<file path="config.mk">
export PLATFORM = sky130hd
export DESIGN_NAME = mem_dump_reader_flat
export DESIGN_NICKNAME = d
export VERILOG_FILES = /design/src/rtl/mem_dump_reader_if.sv /design/src/rtl/mem_dump_reader.sv /design/src/flat_wrapper.sv
export SDC_FILE = /design/constraint.sdc
export NUM_CORES = 1
export LEC_CHECK = 0
export CELL_PAD_IN_SITES_DETAIL_PLACEMENT = 1
export CELL_PAD_IN_SITES_GLOBAL_PLACEMENT = 1
export CORE_MARGIN = 4
export CORE_UTILIZATION = 35
export CTS_CLUSTER_DIAMETER = 80
export DETAILED_ROUTE_END_ITERATION = 8
export HOLD_SLACK_MARGIN = 0.12
export PLACE_DENSITY_LB_ADDON = 0.1
export REMOVE_ABC_BUFFERS = 1
export SLEW_MARGIN = 20
export SYNTH_ARGS = -nofsm -noshare
export SYNTH_HDL_FRONTEND = slang
export SYNTH_SLANG_ARGS = --single-unit
</file>
<file path="constraint.sdc">
create_clock -name clock -period 2.3 [get_ports clock]
set_input_delay 0.345 -clock clock [delete_from_list [all_inputs] [get_ports clock]]
set_output_delay 0.345 -clock clock [all_outputs]
set_load 0.01 [all_outputs]
</file>
<file path="src/rtl/mem_dump_reader_if.sv">
// Bus bundle for the memory dump reader: request/status, memory read port and byte stream.
// master is the reader's view, slave is the environment (core, memory, sink) view.
interface mem_dump_reader_if #(
    parameter int ADDR_W = 10,
    parameter int DATA_W = 32
);
    logic              start;
    logic              halted;
    logic [ADDR_W-1:0] base_addr;
    logic [ADDR_W:0]   word_count;
    logic              mem_rd_en;
    logic [ADDR_W-1:0] mem_addr;
    logic [DATA_W-1:0] mem_rd_data;
    logic [7:0]        out_data;
    logic              out_valid;
    logic              out_ready;
    logic              out_last;
    logic              busy;
    logic              done;
    logic              error;

    modport master (
        input  start, halted, base_addr, word_count, mem_rd_data, out_ready,
        output mem_rd_en, mem_addr, out_data, out_valid, out_last, busy, done, error
    );

    modport slave (
        output start, halted, base_addr, word_count, mem_rd_data, out_ready,
        input  mem_rd_en, mem_addr, out_data, out_valid, out_last, busy, done, error
    );
endinterface

</file>
<file path="src/rtl/mem_dump_reader.sv">
// Reads a contiguous range of data-memory words after the core halts and streams
// them out MSB-first as bytes on a valid/ready port.
module mem_dump_reader #(
    parameter int ADDR_W = 10,
    parameter int DATA_W = 32
) (
    input  logic              clock,
    input  logic              reset_n,
    mem_dump_reader_if.master bus
);
    typedef enum logic [2:0] {IDLE, READ, WAIT, SEND, FIN} state_t;

    localparam logic [ADDR_W:0]   CNT_ONE  = {{ADDR_W{1'b0}}, 1'b1};
    localparam logic [ADDR_W:0]   CNT_ZERO = '0;
    localparam logic [ADDR_W-1:0] ADDR_ONE = {{(ADDR_W-1){1'b0}}, 1'b1};

    state_t            state, state_nxt;
    logic [ADDR_W-1:0] addr, addr_nxt;
    logic [ADDR_W:0]   cnt, cnt_nxt;
    logic [DATA_W-1:0] sh, sh_nxt;
    logic [1:0]        idx, idx_nxt;
    logic              err_q, err_nxt;
    logic              hs;

    assign hs = (state == SEND) && bus.out_ready;

    always_ff @(posedge clock) begin
        if (!reset_n) begin
            state <= IDLE;
            addr  <= '0;
            cnt   <= '0;
            sh    <= '0;
            idx   <= '0;
            err_q <= 1'b0;
        end else begin
            state <= state_nxt;
            addr  <= addr_nxt;
            cnt   <= cnt_nxt;
            sh    <= sh_nxt;
            idx   <= idx_nxt;
            err_q <= err_nxt;
        end
    end

    always_comb begin
        state_nxt = state;
        addr_nxt  = addr;
        cnt_nxt   = cnt;
        sh_nxt    = sh;
        idx_nxt   = idx;
        err_nxt   = 1'b0;
        case (state)
            IDLE: begin
                // A start while a dump is running never reaches here, so it is silently ignored.
                if (bus.start) begin
                    if (bus.halted) begin
                        addr_nxt  = bus.base_addr;
                        cnt_nxt   = bus.word_count;
                        state_nxt = (bus.word_count != CNT_ZERO) ? READ : FIN;
                    end else begin
                        err_nxt = 1'b1;
                    end
                end
            end
            READ: state_nxt = WAIT;
            WAIT: begin
                sh_nxt    = bus.mem_rd_data;
                idx_nxt   = 2'd0;
                state_nxt = SEND;
            end
            SEND: begin
                if (hs) begin
                    sh_nxt  = {sh[DATA_W-9:0], 8'h00};
                    idx_nxt = idx + 2'd1;
                    if (idx == 2'd3) begin
                        cnt_nxt   = cnt - CNT_ONE;
                        addr_nxt  = addr + ADDR_ONE;
                        state_nxt = (cnt == CNT_ONE) ? FIN : READ;
                    end
                end
            end
            FIN:     state_nxt = IDLE;
            default: state_nxt = IDLE;
        endcase
    end

    // The shift register holds the next byte in its top lane, so stalls keep out_data stable.
    assign bus.mem_rd_en = (state == READ);
    assign bus.mem_addr  = addr;
    assign bus.out_valid = (state == SEND);
    assign bus.out_data  = (state == SEND) ? sh[DATA_W-1 -: 8] : 8'h00;
    assign bus.out_last  = (state == SEND) && (idx == 2'd3) && (cnt == CNT_ONE);
    assign bus.busy      = (state != IDLE);
    assign bus.done      = (state == FIN);
    assign bus.error     = err_q;
endmodule

</file>
<file path="src/flat_wrapper.sv">
// flat-port wrapper written by rule: the top's interface ports become plain ports
module mem_dump_reader_flat 
#(
    parameter int ADDR_W = 10,
    parameter int DATA_W = 32
)
  (clock, reset_n, bus_start, bus_halted, bus_base_addr, bus_word_count, bus_mem_rd_data, bus_out_ready, bus_mem_rd_en, bus_mem_addr, bus_out_data, bus_out_valid, bus_out_last, bus_busy, bus_done, bus_error);
  mem_dump_reader_if #(.ADDR_W(ADDR_W), .DATA_W(DATA_W)) bus_i ();
  input  logic clock;
  input  logic reset_n;
  input wire logic [$bits(bus_i.start)-1:0] bus_start;
  input wire logic [$bits(bus_i.halted)-1:0] bus_halted;
  input wire logic [$bits(bus_i.base_addr)-1:0] bus_base_addr;
  input wire logic [$bits(bus_i.word_count)-1:0] bus_word_count;
  input wire logic [$bits(bus_i.mem_rd_data)-1:0] bus_mem_rd_data;
  input wire logic [$bits(bus_i.out_ready)-1:0] bus_out_ready;
  output wire logic [$bits(bus_i.mem_rd_en)-1:0] bus_mem_rd_en;
  output wire logic [$bits(bus_i.mem_addr)-1:0] bus_mem_addr;
  output wire logic [$bits(bus_i.out_data)-1:0] bus_out_data;
  output wire logic [$bits(bus_i.out_valid)-1:0] bus_out_valid;
  output wire logic [$bits(bus_i.out_last)-1:0] bus_out_last;
  output wire logic [$bits(bus_i.busy)-1:0] bus_busy;
  output wire logic [$bits(bus_i.done)-1:0] bus_done;
  output wire logic [$bits(bus_i.error)-1:0] bus_error;
  assign bus_i.start = bus_start;
  assign bus_i.halted = bus_halted;
  assign bus_i.base_addr = bus_base_addr;
  assign bus_i.word_count = bus_word_count;
  assign bus_i.mem_rd_data = bus_mem_rd_data;
  assign bus_i.out_ready = bus_out_ready;
  assign bus_mem_rd_en = bus_i.mem_rd_en;
  assign bus_mem_addr = bus_i.mem_addr;
  assign bus_out_data = bus_i.out_data;
  assign bus_out_valid = bus_i.out_valid;
  assign bus_out_last = bus_i.out_last;
  assign bus_busy = bus_i.busy;
  assign bus_done = bus_i.done;
  assign bus_error = bus_i.error;
  mem_dump_reader #(.ADDR_W(ADDR_W), .DATA_W(DATA_W)) u_core (.clock(clock), .reset_n(reset_n), .bus(bus_i));
endmodule
</file>
==> results of run 1 <==
state kept, by name, summed over array words and instances, names as in the netlist:
| signal | flops |
|---|---|
| u_core.idx | 2 |
| u_core.sh | 32 |
| u_core.bus.error | 1 |
| u_core.state | 3 |
| u_core.cnt | 11 |
| u_core.bus.mem_addr | 10 |
per-stage QoR:
stage               hold WS (ns)  setup slack [ns]  area (sq um)
floorplan                  0.422            -0.915          3020
global placement           0.472            0.0911          4110
detailed placement         0.484            0.0804          4110
CTS                        0.467            0.0147          4400
global route               0.487            0.0302          4400
finish                     0.487             0.124          4400
final timing paths:
kind	startpoint	to	slack, ns	depth (start not counted)
max	u_core.state[2]$_SDFFE_PN0P_	bus_out_data[1]	0.12	5
min	reset_n	u_core.sh[8]$_SDFFE_PN0P_	0.49	2
max reg2reg	u_core.cnt[0]$_SDFFE_PN0P_	u_core.cnt[8]$_SDFFE_PN0P_	0.39	6
min reg2reg	u_core.sh[26]$_SDFFE_PN0P_	u_core.sh[26]$_SDFFE_PN0P_	0.50	1
layout make-up:
| cell class | instances | area [sq um] |
|---|---|---|
| Timing Repair Buffer | 96 | 976 |
| Tap cell | 108 | 135 |
| Fill cell | 1056 | 4370 |
| Sequential cell | 59 | 1180 |
| Multi-Input combinational cell | 303 | 1830 |
| Inverter | 6 | 22.5 |
| Clock buffer | 10 | 138 |
| Clock inverter | 6 | 113 |
critical path, stage by stage (launching register included):
cell	delay (ns)
dfxtp_2	0.37
nand3b_1	0.21
inv_2	0.11
buf_12	0.14
and2_1	0.14
clkdlybuf4s50_1	0.53
synth_stat cells (6+ instances only):
| cell type | count | area, sq um |
|---|---|---|
| a22oi_1 | 9 | 67.6 |
| dfxtp_1 | 59 | 1180 |
| nor4_1 | 9 | 56.3 |
| buf_2 | 15 | 75.1 |
| nand2_1 | 80 | 300 |
| nor3b_1 | 6 | 45.0 |
| o211a_1 | 26 | 260 |
| nor3_1 | 7 | 35.0 |
| nand3_1 | 32 | 160 |
| and2_1 | 16 | 100 |
| nor2_1 | 13 | 48.8 |
| clkbuf_1 | 16 | 60.1 |
| nor2b_1 | 10 | 62.6 |
| o21ai_0 | 21 | 105 |
| a21oi_1 | 12 | 60.1 |
kinds of logic after synthesis:
kind of cell / Yosys count / share of synthesized area [%]
compound gates: 102 / 24.5
mux: 1 / 0.316
buf+inv: 38 / 5.33
flops: 59 / 37.3
simple gates: 196 / 31.0
fa+ha+maj: 4 / 1.58
report_power, final:
part | internal, uW | switching (uW)
clock network | 749 | 435
registers | 1130 | 82.3
logic | 329 | 316
total | 2200 | 834
metal layers:
| layer | GRT usage (%) | routed length [um] | up-vias |
|---|---|---|---|
| li1 | - | - | 1589 |
| met1 | 25.3 | 4480 | 1518 |
| met2 | 31.6 | 4630 | 67 |
| met3 | 4.13 | 414 | 4 |
| met4 | 4.18 | 59 | 0 |
| met5 | 0 | 0 | - |
timing repair:
action / 4_1_cts / 5_1_grt
pin swaps: 0 / 0
setup endpoints to repair: 9 / 9
buffers inserted: 1 / 0
cloned: 1 / 0
gates resized for setup: 4 / 3
==> results_dict.tcl, run 1 <==
set metrics [dict create \
    cp-start-kind "flop" \
    maxCapViolCount 0 \
    wirelength_um 9580 \
    start_util_pct 36.2 \
    ys.flop_type "dfxtp_1" \
    syn_avg_cell_area_sq_um 7.92 \
    mostFrequentLayoutCell "nand2_1" \
    critical_path_class "reg -> out" \
    hold_buffers 0 \
    powerDensity_nw_per_um2 691 \
    cp.arrival_ns 1.83 \
    clock_skew_ns 0.0132 \
    num_io_pins 82 \
    final-hold-violation-count 0 \
    vdd_drop_max_v 0.000378 \
    timing.fmax_ghz 0.460 \
    synth.distinct_cells 51 \
    place_inst 570 \
    dieArea_sq_um 10600 \
    n_antenna_cell 0 \
    ys_warn_count 0 \
    cts-root-buf "clkbuf_8" \
    tns_ns 0 \
    seq_area_frac_synth_pct 37.3 \
    synth-edff-count 0 \
    path_clk_slew_ns 0.08 \
    hpwl_um 6550 \
    htree_num_levels 3 \
    ys_ff_latch 59 \
    rsz0062_at_grt "no" \
    antenna_found_initial 0 \
    syn_area_sq_um 3170 \
    wire_per_inst_um 16.3 \
    status "finished, final reports clean" \
    drc 0 \
    power.total_uw 3040 \
    hold_class "in -> reg" \
    drive_gt1_share_pct 9.38 \
    instances_no_fill 588 \
    finalCriticalPeriod_ns 2.18 \
    vias 3178 \
    setup_viol 0 \
    io_buffers 81 \
    track_usage_pct 19.0 \
    drtPass1Iterations 4 \
    cts_max_path_buffers 2 \
    final_cell_mix "nand2_1, clkdlybuf4s50_1, dfxtp_1" \
    core_sq_um 8760 \
    syn2layout_area_growth_pct 38.8 \
    cts.sinks 59 \
    first_iter_violations 74 \
    ant_nets 0 \
    clock_latency_ns 0.34 \
    die-height_um 103 \
    cp.required_ns 1.96 \
    final_util_pct 50.2 \
    fin_crit_sh_pct 94.6 \
    cp_max_fo 17 \
    grt_max_degree 66 \
    place.gp.congestion 0.791 \
    synth_async_sr_flop_share_pct 0 \
    routed_via_density 5.40 \
    cts_buffers 9 \
    rows 34 \
    nNetsFinal 537 \
    slew_headroom_pct 55.8 \
    cts_tree "built" \
    grt_pass1_vias 3312 \
    syn_inst 400 \
    endpoint_kind "output port" \
    leakagePower_uw 0.00193 \
    worst_pin_slew_ns 0.663 \
    grt_remaining_overflow 0 \
    grt_pass1_wl_um 16100 \
    fp.dieW_um 103 \
    slew_violations 0 \
]
No activity file was read; power rests on OpenSTA's default activity.
==> run 2, diff against run 1 <==
- TNS_END_PERCENT: default -> 10
==> results of run 2 <==
No change in the layout: final DEF, timing and power equal those of run 1.
